--- config.mk ---
export PLATFORM = sky130hd
export DESIGN_NAME = bus_interconnect_n
export DESIGN_NICKNAME = d
export VERILOG_FILES = /design/src/rtl/bus_interconnect_n.sv
export SDC_FILE = /design/constraint.sdc
export NUM_CORES = 1
export LEC_CHECK = 0
export ABC_AREA = 1
export BUFFER_PORTS_ARGS = -buffer_cell sky130_fd_sc_hd__buf_2
export CAP_MARGIN = 20
export CORE_ASPECT_RATIO = 0.8
export CORE_UTILIZATION = 52
export DETAILED_ROUTE_END_ITERATION = 16
export GPL_TIMING_DRIVEN = 0
export HOLD_SLACK_MARGIN = 0.06
export PLACE_DENSITY_LB_ADDON = 0.1
export SLEW_MARGIN = 5
export SYNTH_ARGS = -nofsm -noshare
export SYNTH_HDL_FRONTEND = slang
export SYNTH_SLANG_ARGS = --single-unit
export TNS_END_PERCENT = 1
--- constraint.sdc ---
create_clock -name clk -period 4.5 [get_ports clk]
set_clock_uncertainty 0.1 [all_clocks]
set_input_delay 0.9 -clock clk [delete_from_list [all_inputs] [get_ports clk]]
set_output_delay 0.9 -clock clk [all_outputs]
set_load 0.005 [all_outputs]
--- src/rtl/bus_interconnect_n.sv ---
// bus_interconnect_n
// Routes one upstream master bus to NUM_SLAVES downstream slave buses by
// address region. One transaction is outstanding at a time; the request is
// latched in IDLE and replayed to the selected slave while in FWD. The block
// answers decode/protection errors itself, times out a silent slave, and keeps
// a saturating count of error responses.
//
// Ports
//   clk, rst_n                 clock, synchronous active-low reset
//   master_valid/ready         upstream handshake (ready is a 1-cycle pulse)
//   master_wr_en/addr/wdata    upstream request
//   master_rdata/resp          upstream response (registered)
//   s_valid[i]/s_ready[i]      per-slave handshake
//   s_wr_en/s_addr/s_wdata     latched request fanned out to every slave
//   s_rdata[i]/s_resp[i]       per-slave response
//   busy                       state != IDLE
//   timeout_evt                one-cycle pulse in the ERR cycle of a timeout
//   err_count                  saturating count of RESP_ERROR responses
module bus_interconnect_n #(
    parameter int                    NUM_SLAVES     = 2,
    parameter int                    ADDR_W         = 8,
    parameter int                    DATA_W         = 8,
    parameter int                    REGION_SIZE    = 'h40,
    parameter logic [NUM_SLAVES-1:0] RO_MASK        = '0,
    parameter int                    TIMEOUT_CYCLES = 16
) (
    input  logic                                 clk,
    input  logic                                 rst_n,
    input  logic                                 master_valid,
    output logic                                 master_ready,
    input  logic                                 master_wr_en,
    input  logic [ADDR_W-1:0]                    master_addr,
    input  logic [DATA_W-1:0]                    master_wdata,
    output logic [DATA_W-1:0]                    master_rdata,
    output logic [1:0]                           master_resp,
    output logic [NUM_SLAVES-1:0]                s_valid,
    input  logic [NUM_SLAVES-1:0]                s_ready,
    output logic [NUM_SLAVES-1:0]                s_wr_en,
    output logic [NUM_SLAVES-1:0][ADDR_W-1:0]    s_addr,
    output logic [NUM_SLAVES-1:0][DATA_W-1:0]    s_wdata,
    input  logic [NUM_SLAVES-1:0][DATA_W-1:0]    s_rdata,
    input  logic [NUM_SLAVES-1:0][1:0]           s_resp,
    output logic                                 busy,
    output logic                                 timeout_evt,
    output logic [15:0]                          err_count
);

    localparam logic [1:0] RESP_OKAY  = 2'b00;
    localparam logic [1:0] RESP_ERROR = 2'b10;

    localparam int IDX_W        = (NUM_SLAVES > 1) ? $clog2(NUM_SLAVES) : 1;
    localparam int TCNT_W       = (TIMEOUT_CYCLES > 1) ? $clog2(TIMEOUT_CYCLES) : 1;
    localparam int REGION_SHIFT = $clog2(REGION_SIZE);

    typedef enum logic [1:0] {
        ST_IDLE = 2'd0,
        ST_FWD  = 2'd1,
        ST_ERR  = 2'd2,
        ST_RSP  = 2'd3
    } state_t;

    state_t              state_q, state_d;
    logic [ADDR_W-1:0]   addr_q, addr_d;
    logic [DATA_W-1:0]   wdata_q, wdata_d;
    logic                wr_en_q, wr_en_d;
    logic [IDX_W-1:0]    idx_q, idx_d;
    logic [TCNT_W-1:0]   tcnt_q, tcnt_d;
    logic [DATA_W-1:0]   rdata_q, rdata_d;
    logic [1:0]          resp_q, resp_d;
    logic                timeout_evt_q, timeout_evt_d;
    logic [15:0]         err_count_q, err_count_d;

    // Region decode of the live request (only used in IDLE).
    logic [ADDR_W-1:0]   idx_full;
    logic [IDX_W-1:0]    idx_sel;
    logic                decode_err;
    logic                prot_err;

    always_comb begin
        idx_full   = master_addr >> REGION_SHIFT;
        idx_sel    = idx_full[IDX_W-1:0];
        decode_err = (idx_full >= ADDR_W'(NUM_SLAVES));
        // Protection is only meaningful once the index is known to be in range.
        prot_err   = !decode_err && master_wr_en && RO_MASK[idx_sel];
    end

    always_comb begin
        state_d       = state_q;
        addr_d        = addr_q;
        wdata_d       = wdata_q;
        wr_en_d       = wr_en_q;
        idx_d         = idx_q;
        tcnt_d        = tcnt_q;
        rdata_d       = rdata_q;
        resp_d        = resp_q;
        timeout_evt_d = 1'b0;
        err_count_d   = err_count_q;

        unique case (state_q)
            ST_IDLE: begin
                if (master_valid) begin
                    addr_d  = master_addr;
                    wdata_d = master_wdata;
                    wr_en_d = master_wr_en;
                    idx_d   = idx_sel;
                    tcnt_d  = '0;
                    state_d = (decode_err || prot_err) ? ST_ERR : ST_FWD;
                end
            end
            ST_FWD: begin
                // Ready wins over the timeout, so a slave answering in the
                // final allowed cycle still gets its response through.
                if (s_ready[idx_q]) begin
                    rdata_d = s_rdata[idx_q];
                    resp_d  = s_resp[idx_q];
                    state_d = ST_RSP;
                end else if (tcnt_q == TCNT_W'(TIMEOUT_CYCLES - 1)) begin
                    timeout_evt_d = 1'b1;
                    state_d       = ST_ERR;
                end else begin
                    tcnt_d = tcnt_q + 1'b1;
                end
            end
            ST_ERR: begin
                rdata_d = '0;
                resp_d  = RESP_ERROR;
                state_d = ST_RSP;
            end
            ST_RSP: begin
                if (resp_q == RESP_ERROR && err_count_q != 16'hFFFF) begin
                    err_count_d = err_count_q + 16'd1;
                end
                state_d = ST_IDLE;
            end
            default: state_d = ST_IDLE;
        endcase
    end

    always_ff @(posedge clk) begin
        if (!rst_n) begin
            state_q       <= ST_IDLE;
            addr_q        <= '0;
            wdata_q       <= '0;
            wr_en_q       <= 1'b0;
            idx_q         <= '0;
            tcnt_q        <= '0;
            rdata_q       <= '0;
            resp_q        <= RESP_OKAY;
            timeout_evt_q <= 1'b0;
            err_count_q   <= '0;
        end else begin
            state_q       <= state_d;
            addr_q        <= addr_d;
            wdata_q       <= wdata_d;
            wr_en_q       <= wr_en_d;
            idx_q         <= idx_d;
            tcnt_q        <= tcnt_d;
            rdata_q       <= rdata_d;
            resp_q        <= resp_d;
            timeout_evt_q <= timeout_evt_d;
            err_count_q   <= err_count_d;
        end
    end

    // All outputs are decoded from registers only; nothing combinational
    // passes from a slave input to the master or vice versa.
    generate
        for (genvar gi = 0; gi < NUM_SLAVES; gi++) begin : g_fanout
            assign s_valid[gi] = (state_q == ST_FWD) && (idx_q == IDX_W'(gi));
            assign s_wr_en[gi] = wr_en_q;
            assign s_addr[gi]  = addr_q;
            assign s_wdata[gi] = wdata_q;
        end
    endgenerate

    assign master_ready = (state_q == ST_RSP);
    assign master_rdata = rdata_q;
    assign master_resp  = resp_q;
    assign busy         = (state_q != ST_IDLE);
    assign timeout_evt  = timeout_evt_q;
    assign err_count    = err_count_q;

endmodule
==> impl_metrics.json, run 1 <==
{
  "detail-route-antenna-nets": 0,
  "worstPathRequired_ns": 3.50,
  "drive_above_1_share_pct": 29.24,
  "dieArea_sq_um": 5422,
  "final_util_pct": 70.60,
  "cts_hold_buf": 0,
  "syn_area_sq_um": 2668,
  "fin_crit_sh_pct": 54.36,
  "synth_common_cells": "nor2_1 (84), nand2_1 (75), dfxtp_1 (50)",
  "drc_errors": 0,
  "outcome": "finished clean",
  "drt_pass1_iterations": 5,
  "synth_nets": 448,
  "antenna_found_initial": 0,
  "dp_hpwl_um": 4954,
  "p_seq_share_pct": 39.0,
  "clkSinkCount": 50,
  "worst_pin_slew_ns": 0.4626,
  "post_cts_buffers": 0,
  "r2r-start": "state_q[0]",
  "rsz0062_at_grt": "false",
  "cts_buffers": 5,
  "die_w_um": 82.08,
  "grt.overflow.total": 0,
  "cts-htree-levels": 2,
  "synthFlopType": "dfxtp_1",
  "p_int_uw": 988.3,
  "avgViaCountPerCell": 4.914,
  "antenna_cells": 0,
  "p_switching_uw": 611.1,
  "synthArstFlopShare_pct": 0,
  "initial_core_util_pct": 56.02,
  "yosysTopAreaCell": "dfxtp_1",
  "grt_max_degree": 18,
  "crit_arrival_ns": 1.45,
  "cts_buffer_depth": 2,
  "routedWlPerCell_um": 11.37,
  "routed_wl_um": 6513,
  "drt_iter0_markers": 123,
  "core_sq_um": 4762,
  "fmax_mhz": 408.8,
  "r2r_end": "tcnt_q[2]",
  "cp-endpoint": "s_valid[0]",
  "cp-start-kind": "register",
  "syn_to_final_growth_pct": 26.03,
  "die_height_um": 66.06,
  "pwr-share-clk_pct": 17.4,
  "worst-setup-path-type": "reg -> out",
  "leakage_uw": 0.001817,
  "critPathLaunch": "state_q[1]",
  "synth_edf_count": 0,
  "layout.nets": 560,
  "r2r_cells": 9,
  "synth_top_area_share_pct": 37.52,
  "num_vias": 2816,
  "drv_cap": 0,
  "swShare_pct": 38.21,
  "peakVddDrop_mv": 0.3365,
  "slew_viol_final": 0,
  "rows": 22,
  "clock_latency_ns": 0.31,
  "final-hold-violation-count": 0,
  "synth_cell_types": 26,
  "boundaryPins": 107,
  "p_per_area_nw_per_um2": 475.7,
  "yosysMostFrequentCell": "nor2_1",
  "cp-end-kind": "output port",
  "post-route-min-period_ns": 2.446,
  "setup_viol": 0,
  "grt_pass1_wl_um": 10820,
  "ys_top_cells_by_area": "dfxtp_1 (38%), nor2_1 (12%), nand2_1 (11%), o21ai_0 (7.3%), inv_1 (6.3%)",
  "synth.avg_cell_area_sq_um": 6.669,
  "root_buffer": "clkbuf_8",
  "gr-usage-all-layers_pct": 25.78,
  "ys_seq_area_share_pct": 37.52,
  "fin_area_sq_um": 3362,
  "synthCells": 400,
  "cp_max_fo": 10,
  "power_frac_comb_pct": 43.6,
  "grt_pass1_vias": 2426,
  "tns_ns": 0,
  "cts_tree": "yes",
  "port_buffers": 105,
  "hp-class": "reg -> reg",
  "clk_pin_slew_worst_paths_ns": 0.10,
  "cts-resized-gates": 0,
  "gp_congestion": 0.8720,
  "ys_ff_latch": 50,
  "power_uw": 1599,
  "placed_cell_area_sq_um": 3268,
  "slew_headroom_pct": 69.16,
  "r2r_slack_ns": 2.64,
  "ys_warn_count": 0
}
flip-flops by register name (all words and copies together) (netlist names):
name	count
tcnt_q	4
addr_q	8
timeout_evt	1
state_q	2
wr_en_q	1
wdata_q	8
master_rdata	8
master_resp	2
err_count	16
layer usage:
metal,GRT usage [%],up-vias,part of all wire (%)
li1,-,1470,-
met1,34.72,1227,47
met2,41.53,114,43
met3,5.931,5,8.5
met4,5.921,0,0.78
met5,0,-,0
power groups by stage:
stage | registers, uW | logic, uW | clock network (uW)
6_report | 624 | 698 | 278
5_1_grt | 638 | 801 | 303
4_1_cts | 625 | 705 | 278
3_5_place_dp | 634 | 702 | 0
3_3_place_gp | 628 | 687 | 0
2_1_floorplan | 633 | 443 | 0
kinds of logic after synthesis:
| group | synth area share (%) |
|---|---|
| AO/OA/AOI/OAI | 14.26 |
| adder cells (fa/ha/maj) | 2.814 |
| buffers and inverters | 14.77 |
| flip-flops | 37.52 |
| AND/OR/NAND/NOR | 30.63 |
how the worst min path moves through the flow:
stage,startpoint,to,depth (start not counted)
floorplan,tcnt_q[0],tcnt_q[0],1
global placement,master_resp[0],master_resp[0],2
detailed placement,master_resp[0],master_resp[0],2
CTS,master_resp[0],master_resp[0],2
global route,master_rdata[4],master_rdata[4],1
finish,master_resp[0],master_resp[0],2
worst max-delay path, cell delays in order (launching register included):
cell and delay (ns):
dfxtp_1 0.41, inv_1 0.10, ha_1 0.18, buf_4 0.16, inv_1 0.10, nor2_1 0.05, buf_2 0.14
cell usage in the layout, fill, tap and decap left out, drive strengths merged, types with 4 or more instances in the layout:
| cell | count |
|---|---|
| nand3 | 24 |
| o211a | 8 |
| ha | 6 |
| dfxtp | 50 |
| inv | 46 |
| nand2 | 78 |
| clkbuf | 13 |
| nor3 | 4 |
| a21oi | 13 |
| buf | 131 |
| o21ai | 42 |
| nor2 | 89 |
stage by stage:
step	worst slack, ns	instances	hold slack [ns]
2_1_floorplan	2.640	400	0.3475
3_3_place_gp	2.406	565	0.3587
3_5_place_dp	2.404	565	0.3635
4_1_cts	2.044	573	0.3823
5_1_grt	1.884	573	0.4222
6_report	2.054	573	0.3802
layout make-up:
class	instances	area, sq um
Fill cell	422	1400
Multi-Input combinational cell	271	1272
Sequential cell	50	1001
Timing Repair Buffer	105	525.5
Buffer	34	225.2
Inverter	45	168.9
Tap cell	60	75.07
Clock buffer	5	68.82
Clock inverter	3	25.02
Power figures use the tool's default switching activity.
==> run 2, diff against run 1 <==
--- a/config.mk
+++ b/config.mk
@@ -9,7 +9,7 @@
 export BUFFER_PORTS_ARGS = -buffer_cell sky130_fd_sc_hd__buf_2
 export CAP_MARGIN = 20
 export CORE_ASPECT_RATIO = 0.8
-export CORE_UTILIZATION = 52
+export CORE_UTILIZATION = 44
 export DETAILED_ROUTE_END_ITERATION = 16
 export GPL_TIMING_DRIVEN = 0
 export HOLD_SLACK_MARGIN = 0.06
==> constraint.sdc (replaced) <==
create_clock -name clk -period 2.2 [get_ports clk]
set_clock_uncertainty 0.1 [all_clocks]
set_input_delay 0.44 -clock clk [delete_from_list [all_inputs] [get_ports clk]]
set_output_delay 0.44 -clock clk [all_outputs]
set_load 0.005 [all_outputs]
==> run 2 against run 1 <==
  * Critical path type unchanged
  * Utilization decreased by 9.8 points
  * Critical path depth unchanged
  * Sequential power rose by 100%
  * Cell count grew 3.1%
  * First-iteration DRC count down 13%
  * Clock power rose to 2.8 times the previous value
  * Global-route usage is 5.8 points lower
==> impl_metrics.json, run 2 (same netlist as run 1, synthesis figures left out) <==
{
  "initial_core_util_pct": 47.25,
  "grt_pass1_wl_um": 10160,
  "cts-htree-levels": 2,
  "fin_crit_sh_pct": 89.32,
  "rsz0062_at_grt": "false",
  "drive_above_1_share_pct": 29.24,
  "drv_cap": 0,
  "drc_errors": 0,
  "gp_congestion": 0.8230,
  "slew_viol_final": 0,
  "detail-route-antenna-nets": 0,
  "post-route-min-period_ns": 1.965,
  "crit_arrival_ns": 1.43,
  "post_cts_buffers": 0,
  "dp_hpwl_um": 4679,
  "worstPathRequired_ns": 1.66,
  "fill_cells": 559,
  "clk_pin_slew_worst_paths_ns": 0.09,
  "placed_cell_area_sq_um": 3291,
  "setup_viol": 0,
  "dp_slack_ns": 0.3804,
  "peakVddDrop_mv": 0.5379,
  "cp-end-kind": "output port",
  "tns_ns": 0,
  "largest_reg_flops": 16,
  "avgViaCountPerCell": 4.584,
  "num_vias": 2709,
  "die_height_um": 71.64,
  "grt_pass1_vias": 2273,
  "antenna_cells": 0,
  "worst_pin_slew_ns": 0.4967,
  "drt_pass1_iterations": 4,
  "root_buffer": "clkbuf_8",
  "drt_iter0_markers": 107,
  "grt_max_degree": 16,
  "hp-class": "in -> reg",
  "syn_to_final_growth_pct": 28.71,
  "cts_buffers": 5,
  "dieArea_sq_um": 6380,
  "boundaryPins": 107,
  "final-hold-violation-count": 0,
  "cp-start-kind": "register",
  "worst-setup-path-type": "reg -> out",
  "p_per_area_nw_per_um2": 1014,
  "antenna_found_initial": 0,
  "leakage_uw": 0.001844,
  "clkSinkCount": 50,
  "rows": 24,
  "port_buffers": 105,
  "clock_latency_ns": 0.30,
  "cp_max_fo": 10,
  "routedWlPerCell_um": 10.41,
  "cts_hold_buf": 0,
  "fin_ws_ns": 0.2349,
  "die_w_um": 89.06,
  "cts-resized-gates": 0,
  "cts_buffer_depth": 2,
  "layout.nets": 560,
  "layout_common_cells": "buf_2 (107), nor2_1 (84), nand2_1 (75), dfxtp_1 (50), inv_1 (45)",
  "cts_tree": "yes",
  "gr-usage-all-layers_pct": 19.94,
  "core_sq_um": 5645,
  "fmax_mhz": 508.9,
  "routed_wl_um": 6151,
  "grt.overflow.total": 0,
  "mostFrequentLayoutCell": "buf_2",
  "fin_area_sq_um": 3433,
  "outcome": "finished clean",
  "slew_headroom_pct": 66.89,
  "final_util_pct": 60.82
}
## run 2: cell count changes in the layout (fill, tap and decap cells not counted), sizes merged
cell / delta
inv: -1
bufinv: +2
clkbuf: +1
clkinv: -1
clkinvlp: -1
## run 2: routing by layer
| layer | global-route usage, % | part of all wire, % | wire length [um] |
|---|---|---|---|
| met4 | 3.704 | 0.31 | 19 |
| met2 | 31.79 | 44 | 2685 |
| met5 | 0 | 0 | 0 |
| met1 | 28.22 | 50 | 3080 |
| met3 | 3.917 | 6.0 | 367 |
## run 2: report_power, final
group          switching [uW]  leakage (uW)  total [uW]  internal [uW]
sequential                147      0.000409        1270           1120
clock                     302     0.0000714         787            485
combinational             756       0.00136        1420            667
## run 2: path summary, 6_finish.rpt
| check | end | cells past startpoint | slack [ns] | startpoint |
|---|---|---|---|---|
| worst max-delay path | s_valid[0] | 6 | 0.23 | state_q[1] |
| worst min-delay path | wdata_q[4] | 3 | 0.28 | master_wdata[4] |
| worst max register to register | tcnt_q[2] | 9 | 0.33 | state_q[0] |
| worst min register to register | master_resp[0] | 2 | 0.39 | master_resp[0] |
## run 2: critical path, cell delays in order, from the launching register on
cell     delay [ns]
dfxtp_1        0.39
inv_1          0.09
ha_1           0.18
buf_4          0.17
inv_1          0.11
nor2_1         0.05
buf_2          0.13
## run 2: final cells by class
class / count / area, sq um / share of cell area [%]
sequential: 50 / 1001 / 29.15
timing repair buffer: 105 / 525.5 / 15.31
clock buffer: 6 / 82.58 / 2.405
buffer: 34 / 225.2 / 6.560
tap: 78 / 97.59 / 2.843
inverter: 45 / 168.9 / 4.920
multi-input combinational: 271 / 1272 / 37.06
clock inverter: 2 / 60.06 / 1.749
## run 2: metrics by stage
| step | power [uW] | hold WS (ns) | cells |
|---|---|---|---|
| 5_1_grt | 3771 | 0.2843 | 591 |
| 4_1_cts | 3520 | 0.2763 | 591 |
| 2_1_floorplan | 2200 | 0.3475 | 400 |
| 6_report | 3481 | 0.2843 | 591 |
| 3_3_place_gp | 2694 | 0.3591 | 583 |
| 3_5_place_dp | 2717 | 0.3799 | 583 |
==> run 3, diff against run 2 <==
--- a/config.mk
+++ b/config.mk
@@ -13,7 +13,7 @@
 export DETAILED_ROUTE_END_ITERATION = 16
 export GPL_TIMING_DRIVEN = 0
 export HOLD_SLACK_MARGIN = 0.06
-export PLACE_DENSITY_LB_ADDON = 0.1
+export PLACE_DENSITY = 0.77
 export SLEW_MARGIN = 5
 export SYNTH_ARGS = -nofsm -noshare
 export SYNTH_HDL_FRONTEND = slang
==> run 3 against run 2 <==
  * First-iteration DRC count decreased by 11%
  * Sequential share of layout area grew 0.52 points
  * Clock power down 34%
  * Critical path depth is 2 lower
  * Via count rose by 4.4%
  * Setup slack got worse by 0.0026 ns
  * Highest routed layer unchanged
==> impl_metrics.json, run 3 (same netlist as run 1, synthesis figures left out) <==
{
  "dp_hpwl_um": 5091,
  "drive_above_1_share_pct": 28.96,
  "p_per_area_nw_per_um2": 961.9,
  "cts_tree": "yes",
  "clkSinkCount": 50,
  "clock_latency_ns": 0.29,
  "root_buffer": "clkbuf_8",
  "place_inst": 583,
  "mostFrequentLayoutCell": "buf_2",
  "post-route-min-period_ns": 1.968,
  "fin_ws_ns": 0.2323,
  "gr-usage-all-layers_pct": 20.93,
  "drt_pass1_iterations": 5,
  "grt_pass1_vias": 2360,
  "antenna_found_initial": 0,
  "layout_common_cells": "buf_2 (107), nor2_1 (84), nand2_1 (75), dfxtp_1 (50), inv_1 (45)",
  "slew_viol_final": 0,
  "cp-end-kind": "output port",
  "die_height_um": 71.64,
  "grt_max_degree": 14,
  "fin_crit_sh_pct": 89.44,
  "post_layout_nonfiller_instances": 589,
  "rows": 24,
  "core_sq_um": 5645,
  "setup_viol": 0,
  "grt_pass1_wl_um": 10580,
  "detail-route-antenna-nets": 0,
  "tns_ns": 0,
  "cts_buffer_depth": 2,
  "cp-start-kind": "register",
  "final_util_pct": 59.75,
  "rsz0062_at_grt": "false",
  "gp_congestion": 0.8351,
  "port_buffers": 105,
  "boundaryPins": 107,
  "syn_to_final_growth_pct": 26.45,
  "fmax_mhz": 508.2,
  "power_uw": 3245,
  "worst_pin_slew_ns": 0.4624,
  "outcome": "finished clean",
  "avgViaCountPerCell": 4.800,
  "slew_headroom_pct": 69.17,
  "regArea_sq_um": 1001,
  "num_vias": 2827,
  "cp_max_fo": 10,
  "multi_input_area_sq_um": 1272,
  "drc_errors": 0,
  "drv_cap": 0,
  "grt.overflow.total": 0,
  "fill_cells": 588,
  "dieArea_sq_um": 6380,
  "cts_buffers": 5,
  "layout.nets": 560,
  "clk_pin_slew_worst_paths_ns": 0.09,
  "routed_wl_um": 6660,
  "cts_hold_buf": 0,
  "antenna_cells": 0,
  "final-hold-violation-count": 0,
  "drt_iter0_markers": 95,
  "cts-htree-levels": 2,
  "die_w_um": 89.06,
  "leakage_uw": 0.001816,
  "largest_reg_flops": 16,
  "cts-resized-gates": 0,
  "hp-class": "in -> reg",
  "peakVddDrop_mv": 0.5638,
  "initial_core_util_pct": 47.25,
  "worst-setup-path-type": "reg -> out",
  "dp_slack_ns": 0.3155,
  "post_cts_buffers": 0,
  "crit_arrival_ns": 1.43,
  "routedWlPerCell_um": 11.31,
  "worstPathRequired_ns": 1.66
}
[run 3: cell types whose count changed in the layout (fill, tap and decap cells not counted)]
cell / change
bufinv_16: -2
[run 3: area by class of cell]
| cell class | count | area share (%) |
|---|---|---|
| inverter | 45 | 5.007 |
| timing repair buffer | 105 | 15.58 |
| buffer | 34 | 6.677 |
| tap | 78 | 2.893 |
| multi-input combinational | 271 | 37.72 |
| sequential | 50 | 29.67 |
| clock buffer | 6 | 2.448 |
[run 3: power by group]
part / internal (uW) / switching, uW
clock: 243 / 278
sequential: 1120 / 156
combinational: 670 / 774
[run 3: worst max-delay path: stages, from the launching register on]
cell	delay, ns
dfxtp_1	0.49
clkbuf_1	0.39
nand2_1	0.10
inv_1	0.06
buf_2	0.10
[run 3: per-layer routing]
layer | global-route usage, % | vias to the layer above | routed length [um]
met2 | 33.76 | 100 | 2954
met1 | 28.87 | 1255 | 3202
met5 | 0 | - | 0
li1 | - | 1468 | -
met3 | 4.724 | 4 | 468
met4 | 4.056 | 0 | 34
[run 3: stage by stage]
step | hold slack (ns) | cell area, sq um
floorplan | 0.3475 | 2668
global placement | 0.3565 | 3291
detailed placement | 0.3638 | 3291
CTS | 0.2918 | 3373
global route | 0.3066 | 3373
finish | 0.2954 | 3373
[run 3: worst paths after layout]
check                  startpoint              to  slack [ns]  depth (start not counted)
setup / recovery        addr_q[6]      s_valid[1]        0.23                          4
hold / removal    master_wdata[1]      wdata_q[1]        0.30                          3
setup reg to reg       state_q[0]       tcnt_q[2]        0.24                          9
hold reg to reg    master_resp[0]  master_resp[0]        0.39                          2
